===== config.mk =====
export PLATFORM = sky130hd
export DESIGN_NAME = mem_image_loader
export DESIGN_NICKNAME = d
export VERILOG_FILES = /design/src/rtl/mem_image_loader.sv
export SDC_FILE = /design/constraint.sdc
export NUM_CORES = 1
export LEC_CHECK = 0
export BUFFER_PORTS_ARGS = -buffer_cell sky130_fd_sc_hd__clkbuf_2
export CAP_MARGIN = 10
export CORE_MARGIN = 3
export CORE_UTILIZATION = 57
export DETAILED_ROUTE_END_ITERATION = 6
export GPL_TIMING_DRIVEN = 1
export PLACE_DENSITY_LB_ADDON = 0.2
export SKIP_LAST_GASP = 1
export SLEW_MARGIN = 20
export SYNTH_ARGS = -nofsm -noshare
export SYNTH_HDL_FRONTEND = slang
export SYNTH_SLANG_ARGS = --single-unit

===== constraint.sdc =====
create_clock -name clk -period 4.8 [get_ports clk]
set_input_delay 1.44 -clock clk [delete_from_list [all_inputs] [get_ports clk]]
set_output_delay 1.44 -clock clk [all_outputs]
set_load 0.05 [all_outputs]

===== src/rtl/mem_image_loader.sv =====
// Boot loader: assembles a little-endian byte stream into words, writes the payload to
// the byte-banked memories, verifies the XOR trailer, and then releases the CPU from reset.
module mem_image_loader #(
  parameter int ADDR_W = 14
) (
  input  logic              clk,
  input  logic              rst,
  input  logic              in_valid,
  input  logic [7:0]        in_data,
  output logic              in_ready,
  output logic [3:0]        mem_we,
  output logic [ADDR_W-1:0] mem_addr,
  output logic [31:0]       mem_di,
  output logic              cpu_rst,
  output logic              done,
  output logic              err
);

  typedef enum logic [2:0] {
    HDR_ADDR = 3'd0,
    HDR_CNT  = 3'd1,
    PAYLOAD  = 3'd2,
    CHECK    = 3'd3,
    DONE     = 3'd4,
    ERROR    = 3'd5
  } state_t;

  localparam int SUM_W = ADDR_W + 33;
  localparam logic [SUM_W-1:0] DEPTH = SUM_W'(1) << ADDR_W;

  state_t              state_q, state_d;
  logic [1:0]          byte_cnt_q, byte_cnt_d;
  logic [31:0]         word_q, word_d;
  logic [ADDR_W-1:0]   addr_q, addr_d;
  logic [31:0]         remaining_q, remaining_d;
  logic [31:0]         csum_q, csum_d;
  logic [3:0]          mem_we_q, mem_we_d;
  logic [ADDR_W-1:0]   mem_addr_q, mem_addr_d;
  logic [31:0]         mem_di_q, mem_di_d;

  logic                accept;
  logic                word_done;
  logic [31:0]         word_full;
  logic [SUM_W-1:0]    range_end;

  assign in_ready  = !rst && (state_q == HDR_ADDR || state_q == HDR_CNT ||
                              state_q == PAYLOAD  || state_q == CHECK);
  assign accept    = in_valid && in_ready;
  assign word_done = accept && (byte_cnt_q == 2'd3);
  // The fourth byte is used straight off the bus so a completed word acts in its own cycle.
  assign word_full = {in_data, word_q[23:0]};
  assign range_end = SUM_W'(addr_q) + SUM_W'(word_full);

  assign mem_we   = mem_we_q;
  assign mem_addr = mem_addr_q;
  assign mem_di   = mem_di_q;
  assign done     = (state_q == DONE);
  assign err      = (state_q == ERROR);
  assign cpu_rst  = (state_q != DONE);

  always_comb begin
    state_d     = state_q;
    byte_cnt_d  = byte_cnt_q;
    word_d      = word_q;
    addr_d      = addr_q;
    remaining_d = remaining_q;
    csum_d      = csum_q;
    mem_we_d    = 4'h0;
    mem_addr_d  = mem_addr_q;
    mem_di_d    = mem_di_q;

    if (accept) begin
      byte_cnt_d = byte_cnt_q + 2'd1;
      case (byte_cnt_q)
        2'd0:    word_d[7:0]   = in_data;
        2'd1:    word_d[15:8]  = in_data;
        2'd2:    word_d[23:16] = in_data;
        default: word_d[31:24] = in_data;
      endcase
    end

    if (word_done) begin
      case (state_q)
        HDR_ADDR: begin
          addr_d  = word_full[ADDR_W-1:0];
          state_d = HDR_CNT;
        end
        HDR_CNT: begin
          remaining_d = word_full;
          if (range_end > DEPTH)        state_d = ERROR;
          else if (word_full == 32'd0)  state_d = CHECK;
          else                          state_d = PAYLOAD;
        end
        PAYLOAD: begin
          mem_we_d    = 4'hF;
          mem_addr_d  = addr_q;
          mem_di_d    = word_full;
          csum_d      = csum_q ^ word_full;
          addr_d      = addr_q + ADDR_W'(1);
          remaining_d = remaining_q - 32'd1;
          if (remaining_q == 32'd1) state_d = CHECK;
        end
        CHECK: begin
          state_d = (word_full == csum_q) ? DONE : ERROR;
        end
        default: state_d = state_q;
      endcase
    end
  end

  always_ff @(posedge clk) begin
    if (rst) begin
      state_q     <= HDR_ADDR;
      byte_cnt_q  <= 2'd0;
      word_q      <= 32'd0;
      addr_q      <= '0;
      remaining_q <= 32'd0;
      csum_q      <= 32'd0;
      mem_we_q    <= 4'h0;
      mem_addr_q  <= '0;
      mem_di_q    <= 32'd0;
    end else begin
      state_q     <= state_d;
      byte_cnt_q  <= byte_cnt_d;
      word_q      <= word_d;
      addr_q      <= addr_d;
      remaining_q <= remaining_d;
      csum_q      <= csum_d;
      mem_we_q    <= mem_we_d;
      mem_addr_q  <= mem_addr_d;
      mem_di_q    <= mem_di_d;
    end
  end

endmodule


==> impl_metrics.yaml, run 1 <==
status:
  status: "complete, no violations"
logic_synthesis:
  ys_types: 69
  yosysTopAreaCellShare_pct: 36.93
  ys_ff_latch: 154
  async_flop_share_pct: 0
  syn_nets: 1152
  synth-seq-area-share_pct: 36.93
  syn-instance-count: 1119
  yosys.area.top_type: "dfxtp_1"
  synth.avg_cell_area_um2: 7.460
  synth_ff_type: "dfxtp_1"
  synth_common_cells: "217 x nand2_1, 154 x dfxtp_1, 137 x a21oi_1, 114 x nor2_1"
  synth_edf_count: 0
  ys_warn_count: 0
  yosysMostFrequentCell: "nand2_1"
  syn-cell-area_um2: 8348
  ys_top_cells_by_area: "dfxtp_1 37%, nand2_1 9.8%, a21oi_1 8.2%, xor2_1 7.4%, nor2_1 5.1%"
critical_path:
  worstPathMaxFanout: 5
  worstPathRequired_ps: 3360
  path_cells: "buf_4, nor2_1, clkbuf_2"
  worstSetupPathType: "primary input to primary output"
  cp-end-kind: "primary output"
  worstSetupStartpointType: "primary input"
  cpLargestDelayFamily: "buffers and inverters"
  path_buf_inv: 2
  worstPathArrival_ps: 2070
  slowest_stage: "clkbuf_2"
  slowest_delay_ps: 320
sta:
  fin_crit_sh_pct: 73.04
  tns_ps: 0
  worst_slew_pin_slew_ps: 1032
  max_freq_mhz: 285.2
  worst_slack_ps: 1294
  final-setup-viol-count: 0
  final_max_slew_viol_count: 0
  slew_headroom_pct: 31.21
  finClkSkew_ps: 6.405
  rsz0062_at_grt: "false"
  hold_viol: 0
  min_period_ps: 3506
clock_tree:
  clk_pin_slew_worst_paths_ps: 70
  clock-sinks: 154
  clockRootBuffer: "clkbuf_16"
  cts_resized: 0
  cts_setup_buffers: 0
  hold_buffers: 0
  cts_buffer_depth: 2
  insertion_delay_ps: 430
  ctsHtreeMaxLevel: 4
  tritoncts: "built"
  numCtsBuffers: 17
global_route:
  antenna_found_initial: 0
  grt_pass1_vias: 7485
  grt_remaining_overflow: 0
  track_usage_pct: 28.79
  grt_max_degree: 93
  grt_first_pass_wirelength_mm: 37.96
pwr:
  vdd_drop_max_uv: 276.6
  leakage_nw: 3.691
  power_density_nw_per_um2: 310.9
floorplan:
  io-pin-count: 65
  die_x_um: 127.0
  dieArea_um2: 16130
  num_rows: 43
  fp.coreArea_um2: 14100
  die_y_um: 127.0
  initial_core_util_pct: 59.22
worst_hold_path:
  holdCritPathClass: "flop to flop"
detailed_routing:
  drt_wl_total_mm: 23.17
  drt_iter0_markers: 781
  drt.antenna.violating_nets: 0
  drc: 0
  via_count: 8071
  first_pass_iters: 6
  viasPerCell: 6.091
  wire_per_inst_um: 17.48
placement:
  place_congestion: 0.9558
  dp_slack_ps: 1115
  numPortBuffers: 64
  hpwlAfterDp_mm: 15.90
final_layout:
  n_antenna_cell: 0
  syn_to_final_growth_pct: 11.62
  drive_gt1_share_pct: 11.09
  fin_nets: 1165
  num-fill-cells: 1223
run:
  maxCapViolations: 0
==> power by group <==
group / internal [mW] / switching, mW / total, mW / leakage, nW
Sequential: 1.29 / 0.0187 / 1.30 / 1.24
Combinational: 0.0460 / 0.0919 / 0.138 / 2.14
Clock: 0.840 / 0.614 / 1.45 / 0.307
==> per-layer routing <==
metal	GRT usage [%]	vias up	wire (um)
met3	4.891	52	1553
met4	11.99	0	664
met5	0	-	0
met1	38.21	3782	10050
met2	46.67	295	10900
li1	-	3942	-
==> cell families after synthesis <==
logic type	synth area share, %
xor gates and xnor gates	7.869
and+or+nand+nor	24.94
buffers and inverters	4.811
AOI/OAI and AO/OA	21.70
muxes	0.3597
DFF	36.93
adders and majority gates	3.387
==> sequential cells by signal, summed over array words and instances, names as in the netlist <==
signal / flops
mem_we: 1
csum_q: 32
addr_q: 14
remaining_q: 32
state_q: 3
word_q: 24
mem_addr: 14
mem_di: 32
byte_cnt_q: 2
==> through the flow <==
step / power (mW) / util, % / cell area (um2) / std cells / hold slack (ps)
after floorplan: 1.423 / - / 8348 / 1119 / 444.5
after global placement: 1.466 / 61.63 / 8687 / 1293 / 445.8
after detailed placement: 1.467 / 61.63 / 8687 / 1293 / 446.7
after CTS: 2.896 / 66.10 / 9318 / 1325 / 456.2
after global routing: 2.966 / 66.10 / 9318 / 1325 / 474.0
final: 2.897 / 66.10 / 9318 / 1325 / 454.2
==> tightest hold or removal path, cell delays in order, from the launching register on <==
cell and delay, ps:
dfxtp_1 310, nand2_1 50, a21oi_1 50
==> cell usage in the layout, fill, tap and decap left out, types with 13 or more instances in the layout <==
cell	n
nand2_1	217
dfxtp_1	154
a21oi_1	137
nor2_1	114
xor2_1	71
clkbuf_2	63
o21ai_0	53
nor4_1	24
ha_1	21
inv_1	17
clkbuf_16	17
buf_4	17
nand3_1	16
nor3_1	15
nand4_1	14
a211oi_1	13
==> layout make-up <==
type | instances | area (um2) | area share (%)
tap | 180 | 225.2 | 2.417
timing repair buffer | 80 | 442.9 | 4.754
clock inverter | 15 | 205.2 | 2.202
clock buffer | 17 | 425.4 | 4.566
multi-input combinational | 862 | 4872 | 52.29
sequential | 154 | 3083 | 33.09
inverter | 17 | 63.81 | 0.6848
==> worst paths after layout <==
kind	start	endpoint	slack, ps	depth (start not counted)
worst max-delay path	rst	in_ready	1290	3
worst min-delay path	mem_di[31]$_SDFFE_PP0P_	mem_di[31]$_SDFFE_PP0P_	450	2
worst max register to register	word_q[3]$_SDFFE_PP0P_	state_q[0]$_SDFFE_PP0P_	1370	9
worst min register to register	mem_di[31]$_SDFFE_PP0P_	mem_di[31]$_SDFFE_PP0P_	450	2
Note: power is estimated with default switching activity, not from simulation.
==> run 2: changes to the inputs <==
CORE_UTILIZATION = 55   (was 57)
clock period = 3 ns   (was 4.8 ns; I/O delays follow)
==> run 2 against run 1 <==
Sequential power is 59% higher. Clock skew is 8.4 ps higher. Via count is 4.9% higher. Largest cell class unchanged. Register-to-register slack worse by 1300 ps.
==> impl_metrics.yaml, run 2 (synthesized netlist as in run 1, its figures left out) <==
final_layout:
  num-fill-cells: 1252
  fin_nets: 1223
  multi_input_area_um2: 4952
  syn_to_final_growth_pct: 18.02
  regArea_um2: 3085
  drive_gt1_share_pct: 16.54
  n_antenna_cell: 0
  final_common_cell: "nand2_1"
  final_cell_mix: "217 x nand2_1, 152 x dfxtp_1, 136 x a21oi_1"
pwr:
  comb_power_share_pct: 6.2
  power_mw: 4.531
  seq_power_share_pct: 45.7
  pwr-share-clk_pct: 48.1
  p_sw_share_pct: 27.00
  vdd_drop_max_uv: 439.5
  power_density_nw_per_um2: 459.9
  leakage_nw: 4.017
  p_int_mw: 3.308
  netSwitchingPower_mw: 1.224
clock_tree:
  ctsHtreeMaxLevel: 4
  cts_buffer_depth: 2
  tritoncts: "built"
  clockRootBuffer: "clkbuf_16"
  numCtsBuffers: 17
  hold_buffers: 0
  clk_pin_slew_worst_paths_ps: 70
  clock-sinks: 154
  insertion_delay_ps: 440
detailed_routing:
  via_count: 8465
  drt_iter0_markers: 667
  viasPerCell: 6.103
  drt.antenna.violating_nets: 0
  drt_wl_total_mm: 25.13
  drc: 0
  wire_per_inst_um: 18.12
  first_pass_iters: 6
run:
  maxCapViolations: 0
sta:
  slew_headroom_pct: 52.79
  tns_ps: 0
  max_freq_mhz: 343.5
  fin_crit_sh_pct: 97.04
  worst_slew_pin_slew_ps: 708.1
  hold_viol: 0
  final_max_slew_viol_count: 0
  worst_slack_ps: 88.81
  finClkSkew_ps: 14.81
  final-setup-viol-count: 0
  min_period_ps: 2911
floorplan:
  dieArea_um2: 16690
  initial_core_util_pct: 56.79
  die_x_um: 129.2
  die_y_um: 129.2
  fp.coreArea_um2: 14700
  num_rows: 44
  io-pin-count: 65
critical_path:
  reg2reg_depth: 10
  slowest_stage: "fa_2"
  worstSetupStartpointType: "flop"
  cp-end-kind: "flop"
  worstPathArrival_ps: 3190
  r2r-start: "addr_q[0]$_SDFFE_PP0P_"
  worstSetupPathType: "flop to flop"
  worstPathMaxFanout: 3
  crit_path_start: "addr_q[0]$_SDFFE_PP0P_"
  path_cells: "ha_4, fa_2, and3_4, or3_1, a22o_1, nor3_2, o2111ai_2, o41ai_2, nor4b_4, o32ai_2"
  slowest_delay_ps: 360
  r2r_end: "state_q[0]$_SDFFE_PP0P_"
  rrSetupSlack_ps: 90
  worstPathRequired_ps: 3280
global_route:
  grt_max_degree: 155
  antenna_found_initial: 0
  grt_remaining_overflow: 0
  grt_first_pass_wirelength_mm: 40.06
  track_usage_pct: 30.10
  grt_pass1_vias: 7654
placement:
  dp_slack_ps: -100.3
  place_congestion: 0.9881
  hpwlAfterDp_mm: 17.48
  numPortBuffers: 64
status:
  status: "complete, no violations"
worst_hold_path:
  holdCritPathClass: "flop to flop"
  hold_path_end: "mem_di[8]$_SDFFE_PP0P_"
  holdCritStartpoint: "mem_di[8]$_SDFFE_PP0P_"
  hold_depth: 2
[run 2: critical path, delay by kind of cell (launching register included)]
family / cells / cell delay, ps
and+or+nand+nor: 4 / 1050
AOI/OAI and AO/OA: 4 / 840
adders and majority gates: 2 / 520
DFF: 1 / 340
[run 2: per-stage QoR]
stage | area [um2] | hold WS (ps) | instances | util (%)
after CTS | 9796 | 456.4 | 1386 | 66.64
after floorplan | 8358 | 444.5 | 1119 | -
final | 9852 | 453.4 | 1387 | 67.02
after global placement | 9161 | 443.6 | 1354 | 62.33
after global routing | 9852 | 472.4 | 1387 | 67.02
after detailed placement | 9161 | 447.2 | 1354 | 62.33
[run 2: worst max-delay path by stage]
stage / endpoint / slack, ps / depth (start not counted)
floorplan: state_q[0]$_SDFFE_PP0P_ / 10 / 11
global placement: state_q[0]$_SDFFE_PP0P_ / -60 / 11
detailed placement: state_q[0]$_SDFFE_PP0P_ / -100 / 11
CTS: state_q[0]$_SDFFE_PP0P_ / 30 / 11
global route: state_q[0]$_SDFFE_PP0P_ / -50 / 10
finish: state_q[0]$_SDFFE_PP0P_ / 90 / 10
[run 2: per-layer routing]
layer  vias up  global-route usage, %  share of wire [%]
li1       4052                      -                  -
met1      3989                  41.72                 43
met2       354                  45.70                 45
met3        70                  5.317                7.5
met4         0                  14.02                4.0
met5         -                      0                  0
[run 2: repair_timing]
action / CTS / global route
setup buffers: 0 / 1
pin swaps: 4 / 13
setup endpoints to repair: 3 / 3
resized for setup: 6 / 10
[run 2: power by group through the flow]
stage	clock (mW)	combinational, mW	sequential [mW]
after global routing	2.30	0.301	2.07
after CTS	2.21	0.270	2.07
after detailed placement	0	0.264	2.11
after global placement	0	0.264	2.11
after floorplan	0	0.159	2.12
final	2.18	0.281	2.07
[run 2: final cells by class]
cell class / count / share of cell area, %
clock buffers: 18 / 4.458
well taps: 184 / 2.337
flip-flops and latches: 154 / 31.32
repair buffers: 138 / 9.296
clock inverters: 14 / 1.676
multi-input cells: 862 / 50.27
inverters: 17 / 0.6477
==> run 3: changes to the inputs <==
CORE_UTILIZATION = 39   (was 55)
==> run 3 against run 2 <==
Sequential power barely moved. Clock skew barely moved. Routed wire length grew 3.0%. Sequential share of layout area fell by 0.88 points. Clock power hardly changed. Via count is 4.2% lower. Flip-flop and latch count is the same. Non-clock buffer count rose by 20. Cell count up 7.6%. Critical path depth rose by 3.
==> impl_metrics.yaml, run 3 (synthesized netlist as in run 1, its figures left out) <==
status:
  status: "complete, no violations"
detailed_routing:
  wire_per_inst_um: 17.34
  viasPerCell: 5.433
  via_count: 8111
  drt_iter0_markers: 822
  first_pass_iters: 5
  drt_wl_total_mm: 25.88
  drt.antenna.violating_nets: 0
  drc: 0
floorplan:
  dieArea_um2: 23200
  die_y_um: 152.3
  io-pin-count: 65
  fp.coreArea_um2: 20620
  initial_core_util_pct: 40.48
  die_x_um: 152.3
  num_rows: 52
pwr:
  leakage_nw: 4.111
  p_sw_share_pct: 27.45
  comb_power_share_pct: 6.3
  pwr-share-clk_pct: 48.4
  seq_power_share_pct: 45.3
  p_int_mw: 3.308
  netSwitchingPower_mw: 1.251
  vdd_drop_max_uv: 360.2
  power_density_nw_per_um2: 449.4
critical_path:
  r2r-start: "addr_q[1]$_SDFFE_PP0P_"
  crit_path_end: "state_q[0]$_SDFFE_PP0P_"
  r2r_end: "state_q[0]$_SDFFE_PP0P_"
  reg2reg_depth: 13
  worstSetupPathType: "flop to flop"
  worstSetupStartpointType: "flop"
  worstPathRequired_ps: 3270
  worstPathMaxFanout: 6
  worstPathArrival_ps: 3220
  cp-end-kind: "flop"
  crit_path_start: "addr_q[1]$_SDFFE_PP0P_"
  rrSetupSlack_ps: 50
sta:
  timing.hold.ws_ps: 455.3
  slew_headroom_pct: 51.29
  hold_viol: 0
  min_period_ps: 2952
  final_max_slew_viol_count: 0
  fin_crit_sh_pct: 98.40
  final-setup-viol-count: 0
  tns_ps: 0
  rsz0062_at_grt: "true"
  worst_slew_pin_slew_ps: 730.6
  max_freq_mhz: 338.7
  finClkSkew_ps: 14.36
clock_tree:
  clockRootBuffer: "clkbuf_16"
  ctsHtreeMaxLevel: 4
  tritoncts: "built"
  clock-sinks: 154
  insertion_delay_ps: 430
  cts_buffer_depth: 2
  hold_buffers: 0
  numCtsBuffers: 17
  clk_pin_slew_worst_paths_ps: 70
global_route:
  grt_max_degree: 155
  track_usage_pct: 21.74
  grt_first_pass_wirelength_mm: 41.34
  grt_pass1_vias: 7512
  grt_remaining_overflow: 0
  antenna_found_initial: 0
final_layout:
  drive_gt1_share_pct: 18.40
  final_cell_mix: "217 x nand2_1, 150 x dfxtp_1, 136 x a21oi_1"
  multi_input_area_um2: 4974
  regArea_um2: 3088
  syn_to_final_growth_pct: 21.54
  num-fill-cells: 2039
  final_common_cell: "nand2_1"
  n_antenna_cell: 0
  fin_nets: 1243
placement:
  hpwlAfterDp_mm: 18.35
  place_congestion: 0.9414
  numPortBuffers: 64
worst_hold_path:
  holdCritStartpoint: "mem_addr[6]$_SDFFE_PP0P_"
  holdCritPathClass: "flop to flop"
run:
  maxCapViolations: 0
-- run 3: cell types whose count changed in the layout (fill, tap and decap cells not counted), sizes merged --
cell,before,now
clkinv,4,5
inv,27,24
clkinvlp,0,2
buf,75,95
-- run 3: stage by stage --
stage	util, %	setup WS, ps	area (um2)	total power, mW	cells
after global placement	45.38	-92.22	9359	2.389	1452
after detailed placement	45.38	-139.4	9359	2.388	1452
final	49.19	47.91	10150	4.560	1493
after CTS	48.43	5.223	9988	4.588	1484
after floorplan	-	10.33	8358	2.276	1119
after global routing	49.19	-51.35	10150	4.706	1493
-- run 3: layout make-up --
cell class                 count  area share (%)
multi-input combinational    862           49.02
sequential                   154           30.44
timing repair buffer         158           10.58
clock buffer                  18           4.329
tap                          270           3.330
clock inverter                14           1.677
inverter                      17          0.6289
-- run 3: worst min path at each step --
stage / cells past startpoint / to
floorplan: 2 / remaining_q[17]$_SDFFE_PP0P_
global placement: 2 / mem_di[18]$_SDFFE_PP0P_
detailed placement: 2 / mem_addr[8]$_SDFFE_PP0P_
CTS: 2 / mem_di[20]$_SDFFE_PP0P_
global route: 2 / mem_di[20]$_SDFFE_PP0P_
finish: 2 / mem_addr[6]$_SDFFE_PP0P_
-- run 3: repair_timing --
action | 4_1_cts | 5_1_grt
endpoints found under the hold margin | 0 | 0
endpoints found under the setup margin | 3 | 3
gates resized for setup | 4 | 22
buffers inserted | 0 | 9
pin swaps | 4 | 18
-- run 3: power by group through the flow --
stage	Sequential [mW]	Clock, mW	Combinational (mW)
final	2.07	2.21	0.286
after detailed placement	2.11	0	0.273
after CTS	2.07	2.24	0.276
after global routing	2.07	2.33	0.311
after global placement	2.11	0	0.274
after floorplan	2.12	0	0.159
-- run 3: critical path, cell delays in order (launching register included) --
cell and delay, ps:
dfxtp_2 320, buf_4 150, ha_1 280, a21o_1 150, nand4_1 270, buf_4 250, a21oi_2 140, buf_4 130
o22ai_1 70, a21oi_1 160, nor2_1 90, o41ai_2 330, nor4b_4 330, o32ai_1 130
-- run 3: routing by layer --
layer / wire length (um) / track usage (%) / up-vias
met2: 11780 / 34.84 / 219
li1: - / - / 4096
met4: 677 / 7.063 / 0
met1: 12090 / 30.50 / 3758
met5: 0 / 0 / -
met3: 1335 / 2.698 / 38
